**config.mk**
```make
export PLATFORM = sky130hd
export DESIGN_NAME = instruction_decoder_flat
export DESIGN_NICKNAME = d
export VERILOG_FILES = /design/src/rtl/instruction_decoder_if.sv /design/src/rtl/instruction_decoder.sv /design/src/flat_wrapper.sv
export SDC_FILE = /design/constraint.sdc
export NUM_CORES = 1
export LEC_CHECK = 0
export BUFFER_PORTS_ARGS = -buffer_cell sky130_fd_sc_hd__buf_2
export CAP_MARGIN = 5
export CORE_MARGIN = 5
export CORE_UTILIZATION = 45
export CTS_CLUSTER_DIAMETER = 40
export CTS_CLUSTER_SIZE = 25
export DETAILED_ROUTE_END_ITERATION = 10
export MAX_ROUTING_LAYER = met4
export PLACE_DENSITY = 0.85
export SLEW_MARGIN = 20
export SYNTH_ARGS = -nofsm -noshare
export SYNTH_HDL_FRONTEND = slang
export SYNTH_SLANG_ARGS = --single-unit
```
**constraint.sdc**
```tcl
create_clock -name clk -period 1.6 [get_ports clk]
set_input_delay 0.16 -clock clk [delete_from_list [all_inputs] [get_ports clk]]
set_output_delay 0.16 -clock clk [all_outputs]
set_load 0.02 [all_outputs]
```
**src/rtl/instruction_decoder_if.sv**
```systemverilog
// Decode-stage bus: fetched instruction word in, decoded fields and class flags out.
// Optional `illegal` output is present when ID_ILLEGAL_FLAG_EN is defined.
interface instruction_decoder_if;
    logic [0:31] instruction;
    logic [0:4]  rA_address;
    logic [0:4]  rB_address;
    logic [0:4]  rD_address;
    logic [0:5]  alu_operation;
    logic [0:15] immediate_address;
    logic [0:2]  ppp;
    logic [0:1]  ww;
    logic        alu;
    logic        sfu;
    logic        ld;
    logic        sd;
    logic        bez;
    logic        bnez;
    logic        nop;
`ifdef ID_ILLEGAL_FLAG_EN
    logic        illegal;

    modport master (
        output instruction,
        input  rA_address, rB_address, rD_address, alu_operation,
        input  immediate_address, ppp, ww,
        input  alu, sfu, ld, sd, bez, bnez, nop, illegal
    );

    modport slave (
        input  instruction,
        output rA_address, rB_address, rD_address, alu_operation,
        output immediate_address, ppp, ww,
        output alu, sfu, ld, sd, bez, bnez, nop, illegal
    );
`else
    modport master (
        output instruction,
        input  rA_address, rB_address, rD_address, alu_operation,
        input  immediate_address, ppp, ww,
        input  alu, sfu, ld, sd, bez, bnez, nop
    );

    modport slave (
        input  instruction,
        output rA_address, rB_address, rD_address, alu_operation,
        output immediate_address, ppp, ww,
        output alu, sfu, ld, sd, bez, bnez, nop
    );
`endif
endinterface

```
**src/rtl/instruction_decoder.sv**
```systemverilog
// Vector CPU decode stage: one-cycle registered decode of the 32-bit instruction word.
// Define ID_ILLEGAL_FLAG_EN to add the registered `illegal` output.
module instruction_decoder (
    input  logic                clk,
    input  logic                reset,
    instruction_decoder_if.slave dec
);

    localparam logic [0:5] OP_RTYPE = 6'b101010;
    localparam logic [0:5] OP_VLD   = 6'b100000;
    localparam logic [0:5] OP_VSD   = 6'b100001;
    localparam logic [0:5] OP_VBEZ  = 6'b100010;
    localparam logic [0:5] OP_VBNEZ = 6'b100011;
    localparam logic [0:5] OP_VNOP  = 6'b111100;

    logic [0:5]  opcode;
    logic [0:5]  func;
    logic [0:4]  rd_n;
    logic [0:4]  ra_n;
    logic [0:4]  rb_n;
    logic [0:5]  op_n;
    logic [0:15] imm_n;
    logic [0:2]  ppp_n;
    logic [0:1]  ww_n;
    logic        alu_n;
    logic        sfu_n;
    logic        ld_n;
    logic        sd_n;
    logic        bez_n;
    logic        bnez_n;
    logic        nop_n;

    assign opcode = dec.instruction[0:5];
    assign func   = dec.instruction[26:31];

    // Classify opcode/function and select only the fields the format uses
    always_comb begin
        rd_n   = '0;
        ra_n   = '0;
        rb_n   = '0;
        op_n   = '0;
        imm_n  = '0;
        ppp_n  = '0;
        ww_n   = '0;
        alu_n  = 1'b0;
        sfu_n  = 1'b0;
        ld_n   = 1'b0;
        sd_n   = 1'b0;
        bez_n  = 1'b0;
        bnez_n = 1'b0;
        nop_n  = 1'b0;
        case (opcode)
            OP_RTYPE: begin
                case (func)
                    6'd1, 6'd2, 6'd3, 6'd4, 6'd5, 6'd6, 6'd7,
                    6'd8, 6'd9, 6'd10, 6'd12, 6'd13, 6'd14:
                        alu_n = 1'b1;
                    6'd15, 6'd16, 6'd17, 6'd18, 6'd19:
                        sfu_n = 1'b1;
                    default:
                        nop_n = 1'b1;
                endcase
                if (!nop_n) begin
                    rd_n  = dec.instruction[6:10];
                    ra_n  = dec.instruction[11:15];
                    rb_n  = dec.instruction[16:20];
                    ppp_n = dec.instruction[21:23];
                    ww_n  = dec.instruction[24:25];
                    op_n  = func;
                end
            end
            OP_VLD, OP_VSD, OP_VBEZ, OP_VBNEZ: begin
                rd_n   = dec.instruction[6:10];
                imm_n  = dec.instruction[16:31];
                ld_n   = (opcode == OP_VLD);
                sd_n   = (opcode == OP_VSD);
                bez_n  = (opcode == OP_VBEZ);
                bnez_n = (opcode == OP_VBNEZ);
            end
            default:
                nop_n = 1'b1;
        endcase
    end

    // Register all decode outputs; reset clears them immediately
    always_ff @(posedge clk or posedge reset) begin
        if (reset) begin
            dec.rD_address        <= '0;
            dec.rA_address        <= '0;
            dec.rB_address        <= '0;
            dec.alu_operation     <= '0;
            dec.immediate_address <= '0;
            dec.ppp               <= '0;
            dec.ww                <= '0;
            dec.alu               <= 1'b0;
            dec.sfu               <= 1'b0;
            dec.ld                <= 1'b0;
            dec.sd                <= 1'b0;
            dec.bez               <= 1'b0;
            dec.bnez              <= 1'b0;
            dec.nop               <= 1'b0;
        end else begin
            dec.rD_address        <= rd_n;
            dec.rA_address        <= ra_n;
            dec.rB_address        <= rb_n;
            dec.alu_operation     <= op_n;
            dec.immediate_address <= imm_n;
            dec.ppp               <= ppp_n;
            dec.ww                <= ww_n;
            dec.alu               <= alu_n;
            dec.sfu               <= sfu_n;
            dec.ld                <= ld_n;
            dec.sd                <= sd_n;
            dec.bez               <= bez_n;
            dec.bnez              <= bnez_n;
            dec.nop               <= nop_n;
        end
    end

`ifdef ID_ILLEGAL_FLAG_EN
    logic ill_n;

    // Any NOP that did not come from a genuine VNOP is an illegal encoding
    assign ill_n = nop_n && (opcode != OP_VNOP);

    // Register the illegal-encoding flag alongside the decode
    always_ff @(posedge clk or posedge reset) begin
        if (reset) dec.illegal <= 1'b0;
        else       dec.illegal <= ill_n;
    end
`endif

endmodule

```
**src/flat_wrapper.sv**
```systemverilog
// flat-port wrapper written by rule: the top's interface ports become plain ports
module instruction_decoder_flat 
  (clk, reset, dec_instruction, dec_rA_address, dec_rB_address, dec_rD_address, dec_alu_operation, dec_immediate_address, dec_ppp, dec_ww, dec_alu, dec_sfu, dec_ld, dec_sd, dec_bez, dec_bnez, dec_nop);
  instruction_decoder_if dec_i ();
  input  logic clk;
  input  logic reset;
  input wire logic [$bits(dec_i.instruction)-1:0] dec_instruction;
  output wire logic [$bits(dec_i.rA_address)-1:0] dec_rA_address;
  output wire logic [$bits(dec_i.rB_address)-1:0] dec_rB_address;
  output wire logic [$bits(dec_i.rD_address)-1:0] dec_rD_address;
  output wire logic [$bits(dec_i.alu_operation)-1:0] dec_alu_operation;
  output wire logic [$bits(dec_i.immediate_address)-1:0] dec_immediate_address;
  output wire logic [$bits(dec_i.ppp)-1:0] dec_ppp;
  output wire logic [$bits(dec_i.ww)-1:0] dec_ww;
  output wire logic [$bits(dec_i.alu)-1:0] dec_alu;
  output wire logic [$bits(dec_i.sfu)-1:0] dec_sfu;
  output wire logic [$bits(dec_i.ld)-1:0] dec_ld;
  output wire logic [$bits(dec_i.sd)-1:0] dec_sd;
  output wire logic [$bits(dec_i.bez)-1:0] dec_bez;
  output wire logic [$bits(dec_i.bnez)-1:0] dec_bnez;
  output wire logic [$bits(dec_i.nop)-1:0] dec_nop;
  assign dec_i.instruction = dec_instruction;
  assign dec_rA_address = dec_i.rA_address;
  assign dec_rB_address = dec_i.rB_address;
  assign dec_rD_address = dec_i.rD_address;
  assign dec_alu_operation = dec_i.alu_operation;
  assign dec_immediate_address = dec_i.immediate_address;
  assign dec_ppp = dec_i.ppp;
  assign dec_ww = dec_i.ww;
  assign dec_alu = dec_i.alu;
  assign dec_sfu = dec_i.sfu;
  assign dec_ld = dec_i.ld;
  assign dec_sd = dec_i.sd;
  assign dec_bez = dec_i.bez;
  assign dec_bnez = dec_i.bnez;
  assign dec_nop = dec_i.nop;
  instruction_decoder u_core (.clk(clk), .reset(reset), .dec(dec_i));
endmodule
```
# After elaboration in Yosys (flattened, before gate mapping)
# Cells that the tools add are included.
# Widths: inputs -> output; s select.
[op_classes]
mux = 24
reduce_logical = 4
eq_ne = 23
[ops]
columns = ["op", "count"]
rows = [
  ["$eq 6x4->1 const B", 7],
  ["$eq 6x6->1 const B", 5],
  ["$mux 5", 5],
  ["$eq 6x3->1 const B", 4],
  ["$eq 6x5->1 const B", 4],
  ["$reduce_or 18->1", 1],
  ["$mux 16", 1],
  ["$reduce_or 13->1", 1],
  ["$eq 6x2->1 const B", 2],
  ["$mux 6", 2],
  ["$mux 1", 10],
  ["$pmux 5 s2", 1],
  ["$eq 6x1->1 const B", 1],
  ["$mux 3", 2],
  ["$reduce_or 5->1", 1],
  ["$mux 2", 2],
  ["$reduce_or 4->1", 1],
  ["$pmux 1 s2", 1],
]
[totals]
inputBits = 34
reg_bits = 49

# Depth between registers and ports, before layout
# Gate-level depths: netlist (run 1).
[depth]
depth_word = 6
ltp_mapped = 4
ltp_nobuf = 3

# Worst setup path after synthesis (run 1)
# Ideal clock, no wire load.
[synth_timing]
path_type = "input port to flip-flop"
from = "in dec_instruction[1]"
to = "reg u_core.dec.alu_operation[2]"
n_path_buf = 1
slack_ps = 269
setup_time_ps = 120
stages = 4
t_arrival_ps = 1212
required_time_ps = 1480
cell_sequence = "or4_1 > o211a_1 > buf_6 > and3_1"
[synth_via]
elab_chain_len = 6
word_cells_on_any_way = 23
[synth_lines]
columns = ["item", "line_no", "text"]
rows = [
  ["start, declared", "flat_wrapper.sv:7", "input wire logic [$bits(dec_i.instruction)-1:0] dec_instruction;"],
  ["$eq 6x1->1, or another cell as far along", "instruction_decoder.sv:54", "case (func)"],
  ["$reduce_or 18->1 (no source line) (*)", "-", ""],
  ["$mux 1 (*)", "instruction_decoder.sv:54", ""],
  ["$mux 1 (*)", "instruction_decoder.sv:52", "case (opcode)"],
  ["$mux 6 (*)", "instruction_decoder.sv:63", "if (!nop_n) begin"],
  ["$mux 6 (*)", "instruction_decoder.sv:52", ""],
  ["named net u_core.op_n, one bit", "instruction_decoder.sv:21", "logic [0:5] op_n;"],
  ["end signal, assigned", "instruction_decoder.sv:106", "dec.alu_operation <= op_n;"],
  ["end, declared", "instruction_decoder_if.sv:45", "output rA_address, rB_address, rD_address, alu_operation,"],
]
# Mark *: on every way through the listed nets, which the timed path passes. The rest lies on a longest branch. The select of a mux whose other input is x is not followed.

# Worst setup path after layout (run 1)
[layout_timing]
from = "in dec_instruction[1]"
to = "reg u_core.dec.rB_address[4]"
[layout_via]
elab_chain_len = 6
word_cells_on_any_way = 23
[layout_lines]
columns = ["item", "line_no", "text"]
rows = [
  ["$eq 6x1->1, or another cell as far along", "instruction_decoder.sv:54", ""],
  ["$reduce_or 18->1 (no source line) (*)", "-", ""],
  ["$mux 1 (*)", "instruction_decoder.sv:54", ""],
  ["$mux 1 (*)", "instruction_decoder.sv:52", ""],
  ["$mux 5 (*)", "instruction_decoder.sv:63", ""],
  ["$mux 5 (*)", "instruction_decoder.sv:52", ""],
  ["named net u_core.rb_n, one bit", "instruction_decoder.sv:20", "logic [0:4] rb_n;"],
  ["end signal, assigned", "instruction_decoder.sv:105", "dec.rB_address <= rb_n;"],
  ["end, declared", "instruction_decoder_if.sv:45", ""],
]
# Marks and branches as above.

==> impl_metrics.json, run 1 <==
{
  "synth_area_leaders": "dfrtp_1 70%, and3_1 7.2%, and2_1 5.7%",
  "cts-root-buf": "clkbuf_8",
  "worstPathArrival_ns": 1.49,
  "clk_pin_slew_ns": 0.08,
  "htreeDepth": 2,
  "critPathBufInv": 1,
  "syn_avg_cell_area_sq_um": 13.1,
  "syn_nets": 167,
  "cp_cell_sequence": "buf_2 -> or4_1 -> o211a_1 -> and3_1",
  "grt_pass1_wl_mm": 6.63,
  "via_count": 1308,
  "critPathCaptureType": "flop",
  "design_area_sq_um": 2380,
  "synth_cells": 133,
  "die-area_sq_um": 5210,
  "synth.top_cell.area_share": 0.704,
  "area_growth_pct": 36.6,
  "synth-edff-count": 0,
  "worstHoldStart": "dec_instruction[27]",
  "start_kind": "primary input",
  "antenna_found_initial": 0,
  "viasPerCell": 4.79,
  "placed_area_sq_um": 2250,
  "drv_cap": 0,
  "fillers": 304,
  "critical_path.max_stage_delay_ns": 0.53,
  "hp-class": "in2reg",
  "finalWirelength_mm": 4.03,
  "yosys_warnings": 0,
  "dp_hpwl_mm": 3.08,
  "synth_seq_cells": 49,
  "synth_top_family_by_area": "simple AND/OR/NAND/NOR gates",
  "synth_xor_area_frac": 0,
  "yosysUniqueCellTypes": 25,
  "crit_path_max_fanout": 20,
  "grt_use_total": 0.170,
  "drive_above_1_share": 0.458,
  "top_level_ports": 83,
  "p_per_area_nw_per_um2": 977,
  "cts_sinks": 49,
  "grt_max_degree": 33,
  "synthAdderAreaFrac": 0,
  "met1_usage": 0.198,
  "yosysTopAreaCell": "dfrtp_1",
  "power.total_mw": 2.32,
  "fin_tns_setup_ns": 0,
  "cp_top_family": "simple AND/OR/NAND/NOR gates",
  "diodes": 0,
  "busiest_layer": "met2",
  "firstDrtPassIters": 4,
  "grtUsageMet3": 0.0277,
  "dieHeight_um": 72.2,
  "leakage_nw": 1.42,
  "drtAntennaViolNets": 0,
  "postCtsSetupRepairBufs": 0,
  "cts_tree": "done",
  "ff_latch_area_sq_um": 1230,
  "outcome": "complete, no violations",
  "multi_input_area_sq_um": 473,
  "clockBufferDepth": 2,
  "slowest_stage": "or4_1",
  "min_path_cells": 2,
  "required_ns": 1.79,
  "period_minus_slack_ns": 1.31,
  "initialDrtViolationCount": 85,
  "critPathKind": "in2reg",
  "place.gp.congestion": 0.779,
  "rows": 22,
  "initial_core_util": 0.469,
  "numCtsBuffers": 5,
  "fmax_ghz": 0.766,
  "syn_area_sq_um": 1740,
  "synthMuxAreaShare": 0,
  "irDropWorstVdd_mv": 0.430,
  "setup_violations": 0,
  "nNetsFinal": 258,
  "drc": 0,
  "synth_compound_area_frac": 0.0381,
  "grt_remaining_overflow": 0,
  "die_w_um": 72.2,
  "grtUsageMet2": 0.292,
  "grt_pass1_vias": 1394,
  "hold_violations": 0,
  "worstHoldEndpoint": "u_core.dec.sd",
  "routedWlPerCell_um": 14.8,
  "synth_simple_gate_area_frac": 0.228,
  "yosysSeqAreaShare": 0.704,
  "drv_slew": 0,
  "rsz0062_at_grt": "no",
  "finalCritPeriodShare": 0.816,
  "port_buffers": 82,
  "core_sq_um": 3720,
  "final_util": 0.640,
  "synth.most_common_cell": "dfrtp_1",
  "async_flop_share": 1.00,
  "synth_common_cells": "49 x dfrtp_1, 20 x and3_1, 16 x and2_1",
  "synth_ff_type": "dfrtp_1"
}
where the power goes:
part           switching, mW  internal (mW)
combinational          0.105         0.0708
clock                  0.387          0.508
sequential           0.00353           1.25
total                  0.496           1.83
cells in the final DEF (no fill, tap or decap), drive strengths merged:
cell / netlist / routed
a2111oi: 1 / 1
a21oi: 2 / 2
and2: 17 / 17
and3: 21 / 21
and3b: 1 / 1
and4bb: 1 / 1
buf: 2 / 90
bufinv: 0 / 1
clkbuf: 5 / 6
clkinvlp: 0 / 1
conb: 1 / 1
dfrtp: 49 / 49
dlygate4sd3: 0 / 1
inv: 2 / 2
nand2: 3 / 3
nand3: 6 / 6
nand3b: 5 / 5
nand4b: 1 / 1
nor2: 3 / 3
nor3: 1 / 1
nor3b: 2 / 2
nor4b: 1 / 1
o211a: 1 / 1
o211ai: 1 / 1
o21ai: 6 / 6
or4: 1 / 1
flip-flops by register name (all words and copies together), names as in the netlist:
register and cells:
u_core.dec.ld 1, u_core.dec.ww 2, u_core.dec.immediate_address 16, u_core.dec.rD_address 5
u_core.dec.rA_address 5, u_core.dec.bez 1, u_core.dec.rB_address 5, u_core.dec.nop 1
u_core.dec.ppp 3, u_core.dec.alu 1, u_core.dec.sd 1, u_core.dec.bnez 1
u_core.dec.alu_operation 6, u_core.dec.sfu 1
final cells by class:
| cell class | count | share of cell area |
|---|---|---|
| inverters | 2 | 0.00315 |
| repair buffers | 91 | 0.207 |
| clock buffers | 6 | 0.0347 |
| multi-input cells | 75 | 0.199 |
| clock inverters | 2 | 0.0158 |
| flip-flops and latches | 49 | 0.515 |
| well taps | 48 | 0.0252 |
cell families after synthesis:
logic type / Yosys count
AND/OR/NAND/NOR: 63
buffers and inverters: 9
flip-flops: 49
other: 1
AO/OA/AOI/OAI: 11
repair_timing:
action / in CTS / in global routing
endpoints found under the hold margin: 17 / 0
resized for setup: 0 / 0
hold buffers: 1 / 0
how the worst max path moves through the flow:
stage | from | endpoint | slack (ns) | depth (start not counted)
final | dec_instruction[1] | u_core.dec.rB_address[4] | 0.29 | 4
after global placement | dec_instruction[1] | u_core.dec.ww[0] | 0.03 | 4
after detailed placement | dec_instruction[1] | u_core.dec.rB_address[4] | -0.007 | 4
after CTS | dec_instruction[1] | u_core.dec.rB_address[4] | 0.29 | 4
after floorplan | reset | u_core.dec.alu | 0.27 | 1
after global routing | dec_instruction[30] | u_core.dec.alu | 0.23 | 4
metrics by stage:
step                      hold WS, ns  setup WS (ns)  std cells
after floorplan                 0.225          0.267        133
after global placement          0.164         0.0322        264
after detailed placement        0.174       -0.00678        264
after CTS                      0.0585          0.292        273
after global routing           0.0744          0.227        273
final                          0.0705          0.294        273
routing by layer:
| layer | vias up | share of wire |
|---|---|---|
| met4 | 0 | 0.015 |
| met5 | - | 0 |
| li1 | 631 | - |
| met1 | 627 | 0.40 |
| met3 | 5 | 0.063 |
| met2 | 45 | 0.52 |
Power figures use the tool's default switching activity.
==> inputs of run 2 (changes only) <==
- clock period: 1.6 -> 1.37 ns (I/O delays scaled with it)
==> impl_metrics.json, run 2 (synthesis results as in run 1) <==
{
  "reg.largest.list": "u_core.dec.immediate_address x16, u_core.dec.alu_operation x6",
  "final_common_cell": "buf_2",
  "die-area_sq_um": 5210,
  "slowest_stage": "or4_1",
  "worstHoldEndpoint": "u_core.dec.sd",
  "antenna_found_initial": 0,
  "required_ns": 1.56,
  "power.total_mw": 2.49,
  "cp_cell_sequence": "buf_2 -> or4_1 -> o211a_1 -> and3_1",
  "period_minus_slack_ns": 1.27,
  "initial_core_util": 0.469,
  "routedWlPerCell_um": 14.7,
  "cts_hold_buf": 1,
  "nNetsFinal": 260,
  "dieHeight_um": 72.2,
  "cts-resized-gates": 0,
  "outcome": "complete, no violations",
  "fmax_ghz": 0.786,
  "grt_remaining_overflow": 0,
  "drive_above_1_share": 0.458,
  "critPathCaptureType": "flop",
  "fillers": 295,
  "start_kind": "primary input",
  "critPathKind": "in2reg",
  "place_inst": 266,
  "via_count": 1348,
  "drv_cap": 0,
  "clk_pin_slew_ns": 0.08,
  "viasPerCell": 4.90,
  "max_slew_margin": 0.648,
  "worstHoldStart": "dec_instruction[27]",
  "hp-class": "in2reg",
  "grt_pass1_wl_mm": 6.45,
  "irDropWorstVdd_mv": 0.527,
  "grt_max_degree": 37,
  "final_util": 0.639,
  "port_buffers": 82,
  "cp_top_family": "simple AND/OR/NAND/NOR gates",
  "dp_hpwl_mm": 3.01,
  "cts_sinks": 49,
  "rsz0062_at_grt": "no",
  "grt_pass1_vias": 1371,
  "top_register": "u_core.dec.immediate_address",
  "finalCritPeriodShare": 0.929,
  "leakage_nw": 1.41,
  "tightest_slew_ns": 0.515,
  "stdcell_count": 275,
  "numCtsBuffers": 5,
  "ff_latch_area_sq_um": 1230,
  "clockBufferDepth": 2,
  "firstDrtPassIters": 4,
  "diodes": 0,
  "critPathBufInv": 1,
  "crit_path_max_fanout": 20,
  "grt_use_total": 0.168,
  "worstPathArrival_ns": 1.46,
  "cts_tree": "done",
  "hold_violations": 0,
  "drc": 0,
  "p_per_area_nw_per_um2": 1050,
  "mostFrequentLayoutCells": "82 x buf_2, 49 x dfrtp_1, 20 x and3_1, 16 x and2_1, 8 x buf_4",
  "htreeDepth": 2,
  "postCtsSetupRepairBufs": 0,
  "top_level_ports": 83,
  "min_path_cells": 2,
  "area_growth_pct": 36.4,
  "critical_path.max_stage_delay_ns": 0.54,
  "setup_violations": 0,
  "place.gp.congestion": 0.743,
  "multi_input_area_sq_um": 473,
  "cts-root-buf": "clkbuf_8",
  "initialDrtViolationCount": 51,
  "core_sq_um": 3720,
  "die_w_um": 72.2,
  "drtAntennaViolNets": 0,
  "finalWirelength_mm": 4.04,
  "drv_slew": 0,
  "rows": 22,
  "largest_reg_flops": 16
}
## run 2: area by class of cell
type | count | area share
Clock buffer | 6 | 0.0306
Sequential cell | 49 | 0.516
Clock inverter | 2 | 0.00632
Multi-Input combinational cell | 75 | 0.199
Tap cell | 48 | 0.0253
Inverter | 2 | 0.00316
Timing Repair Buffer | 93 | 0.219
## run 2: worst max path at each step
stage                        end  cells past startpoint  slack, ns                from
6_report       u_core.dec.ppp[1]                      4        0.1  dec_instruction[1]
5_1_grt        u_core.dec.ppp[2]                      4       0.06  dec_instruction[1]
4_1_cts        u_core.dec.ppp[1]                      4       0.13  dec_instruction[1]
3_5_place_dp   u_core.dec.ppp[1]                      4      -0.19  dec_instruction[1]
3_3_place_gp    u_core.dec.ww[0]                      4      -0.18  dec_instruction[1]
2_1_floorplan     u_core.dec.alu                      1       0.06               reset
## run 2: per-layer routing
layer  up-vias  global-route usage  share of wire  routed length, um
met1       652               0.194           0.40               1610
met4         0              0.0689          0.013                 52
met3         5              0.0346          0.077                312
met5         -                   -              0                  0
met2        55               0.283           0.51               2070
li1        636                   -              -                  -
## run 2: through the flow
step / hold WS [ns] / TNS, ns / instance area [sq um] / worst slack (ns)
after detailed placement: 0.115 / -3.77 / 2280 / -0.194
after global routing: 0.0504 / 0 / 2370 / 0.0586
final: 0.0489 / 0 / 2370 / 0.0979
after CTS: 0.0358 / 0 / 2370 / 0.131
after global placement: 0.108 / -3.47 / 2280 / -0.179
after floorplan: 0.202 / 0 / 1740 / 0.0602
## run 2: power by group
part           switching, mW  total, mW  internal [mW]
sequential           0.00376       1.46           1.46
combinational          0.125      0.211         0.0859
clock                  0.460      0.820          0.360
==> inputs of run 3 (changes only) <==
- PLACE_DENSITY: 0.85 -> 0.83
==> impl_metrics.json, run 3 (synthesis results as in run 1) <==
{
  "clk_pin_slew_ns": 0.08,
  "largest_reg_flops": 16,
  "nNetsFinal": 260,
  "place_inst": 266,
  "die-area_sq_um": 5210,
  "drv_cap": 0,
  "viasPerCell": 4.90,
  "cts_tree": "done",
  "grt_max_degree": 50,
  "postCtsSetupRepairBufs": 0,
  "hold_violations": 0,
  "crit_path_max_fanout": 20,
  "initial_core_util": 0.469,
  "holdWs_ns": 0.0378,
  "top_level_ports": 83,
  "critPathCaptureType": "flop",
  "drv_slew": 0,
  "routedWlPerCell_um": 15.2,
  "finalCritPeriodShare": 0.891,
  "port_buffers": 82,
  "place.gp.congestion": 0.770,
  "area_growth_pct": 37.3,
  "drc": 0,
  "period_minus_slack_ns": 1.22,
  "firstDrtPassIters": 4,
  "power.total_mw": 2.64,
  "drive_above_1_share": 0.465,
  "cts-root-buf": "clkbuf_8",
  "via_count": 1342,
  "final_util": 0.643,
  "p_per_area_nw_per_um2": 1100,
  "mostFrequentLayoutCells": "82 x buf_2, 49 x dfrtp_1, 20 x and3_1, 16 x and2_1, 8 x buf_4",
  "start_kind": "primary input",
  "critPathKind": "in2reg",
  "grt_remaining_overflow": 0,
  "dieHeight_um": 72.2,
  "antenna_found_initial": 0,
  "hp-class": "in2reg",
  "finalWirelength_mm": 4.16,
  "outcome": "complete, no violations",
  "reg.largest.list": "u_core.dec.immediate_address x16, u_core.dec.alu_operation x6",
  "numCtsBuffers": 5,
  "fin_tns_setup_ns": 0,
  "required_ns": 1.54,
  "dp_hpwl_mm": 3.07,
  "initialDrtViolationCount": 115,
  "die_w_um": 72.2,
  "diodes": 0,
  "cts_sinks": 49,
  "irDropWorstVdd_mv": 0.517,
  "top_register": "u_core.dec.immediate_address",
  "final_common_cell": "buf_2",
  "stdcell_count": 274,
  "fillers": 286,
  "worstPathArrival_ns": 1.39,
  "rsz0062_at_grt": "no",
  "setup_violations": 0,
  "core_sq_um": 3720,
  "htreeDepth": 2,
  "grt_pass1_wl_mm": 6.52,
  "rows": 22,
  "drtAntennaViolNets": 0,
  "grt_use_total": 0.168,
  "clockBufferDepth": 2,
  "fmax_ghz": 0.819,
  "leakage_nw": 1.43,
  "grt_pass1_vias": 1331
}
run 3: changes by cell type in the layout (fill, tap and decap cells not counted):
cell	before	now
clkinv_2	0	1
clkbuf_1	1	0
bufinv_16	0	1
o211a_1	1	0
o211a_2	0	1
clkinvlp_4	2	0
run 3: power by group:
group	switching, mW	total [mW]	internal [mW]
Sequential	0.00418	1.46	1.46
Combinational	0.124	0.211	0.0868
Clock	0.434	0.965	0.530
run 3: cell type report:
type	instances	area [sq um]	area share
clock inverters	2	35.0	0.0147
inverters	2	7.51	0.00314
repair buffers	93	520	0.218
well taps	48	60.1	0.0251
clock buffers	5	68.8	0.0288
flip-flops and latches	49	1230	0.513
multi-input cells	75	473	0.198
run 3: routing by layer:
| metal | global-route usage | up-vias | routed length (um) |
|---|---|---|---|
| met2 | 0.290 | 54 | 2150 |
| li1 | - | 634 | - |
| met4 | 0.0564 | 0 | 45 |
| met1 | 0.204 | 650 | 1660 |
| met5 | - | - | 0 |
| met3 | 0.0222 | 4 | 299 |
run 3: repair_timing:
| item | 4_1_cts | 5_1_grt |
|---|---|---|
| endpoints found under the setup margin | 0 | 8 |
| endpoints found under the hold margin | 49 | 0 |
| gates resized for setup | 0 | 1 |
| hold buffers | 1 | 0 |
run 3: worst max-delay path, cell delays in order:
cell and delay (ns):
buf_2 0.11, or4_1 0.55, o211a_2 0.38, and3_1 0.22
run 3: final timing paths:
path                                      from                     endpoint  depth (start not counted)
hold / removal             dec_instruction[27]                u_core.dec.sd                          2
max in group asynchronous                reset  u_core.dec.alu_operation[4]                          4
setup / recovery            dec_instruction[1]     u_core.dec.rB_address[1]                          4
min in group asynchronous                reset     u_core.dec.rA_address[4]                          4
run 3: through the flow:
step / instance area, sq um / setup WS (ns)
detailed placement: 2280 / -0.230
finish: 2390 / 0.149
CTS: 2390 / 0.0717
floorplan: 1740 / 0.0602
global placement: 2280 / -0.186
global route: 2390 / 0.0944
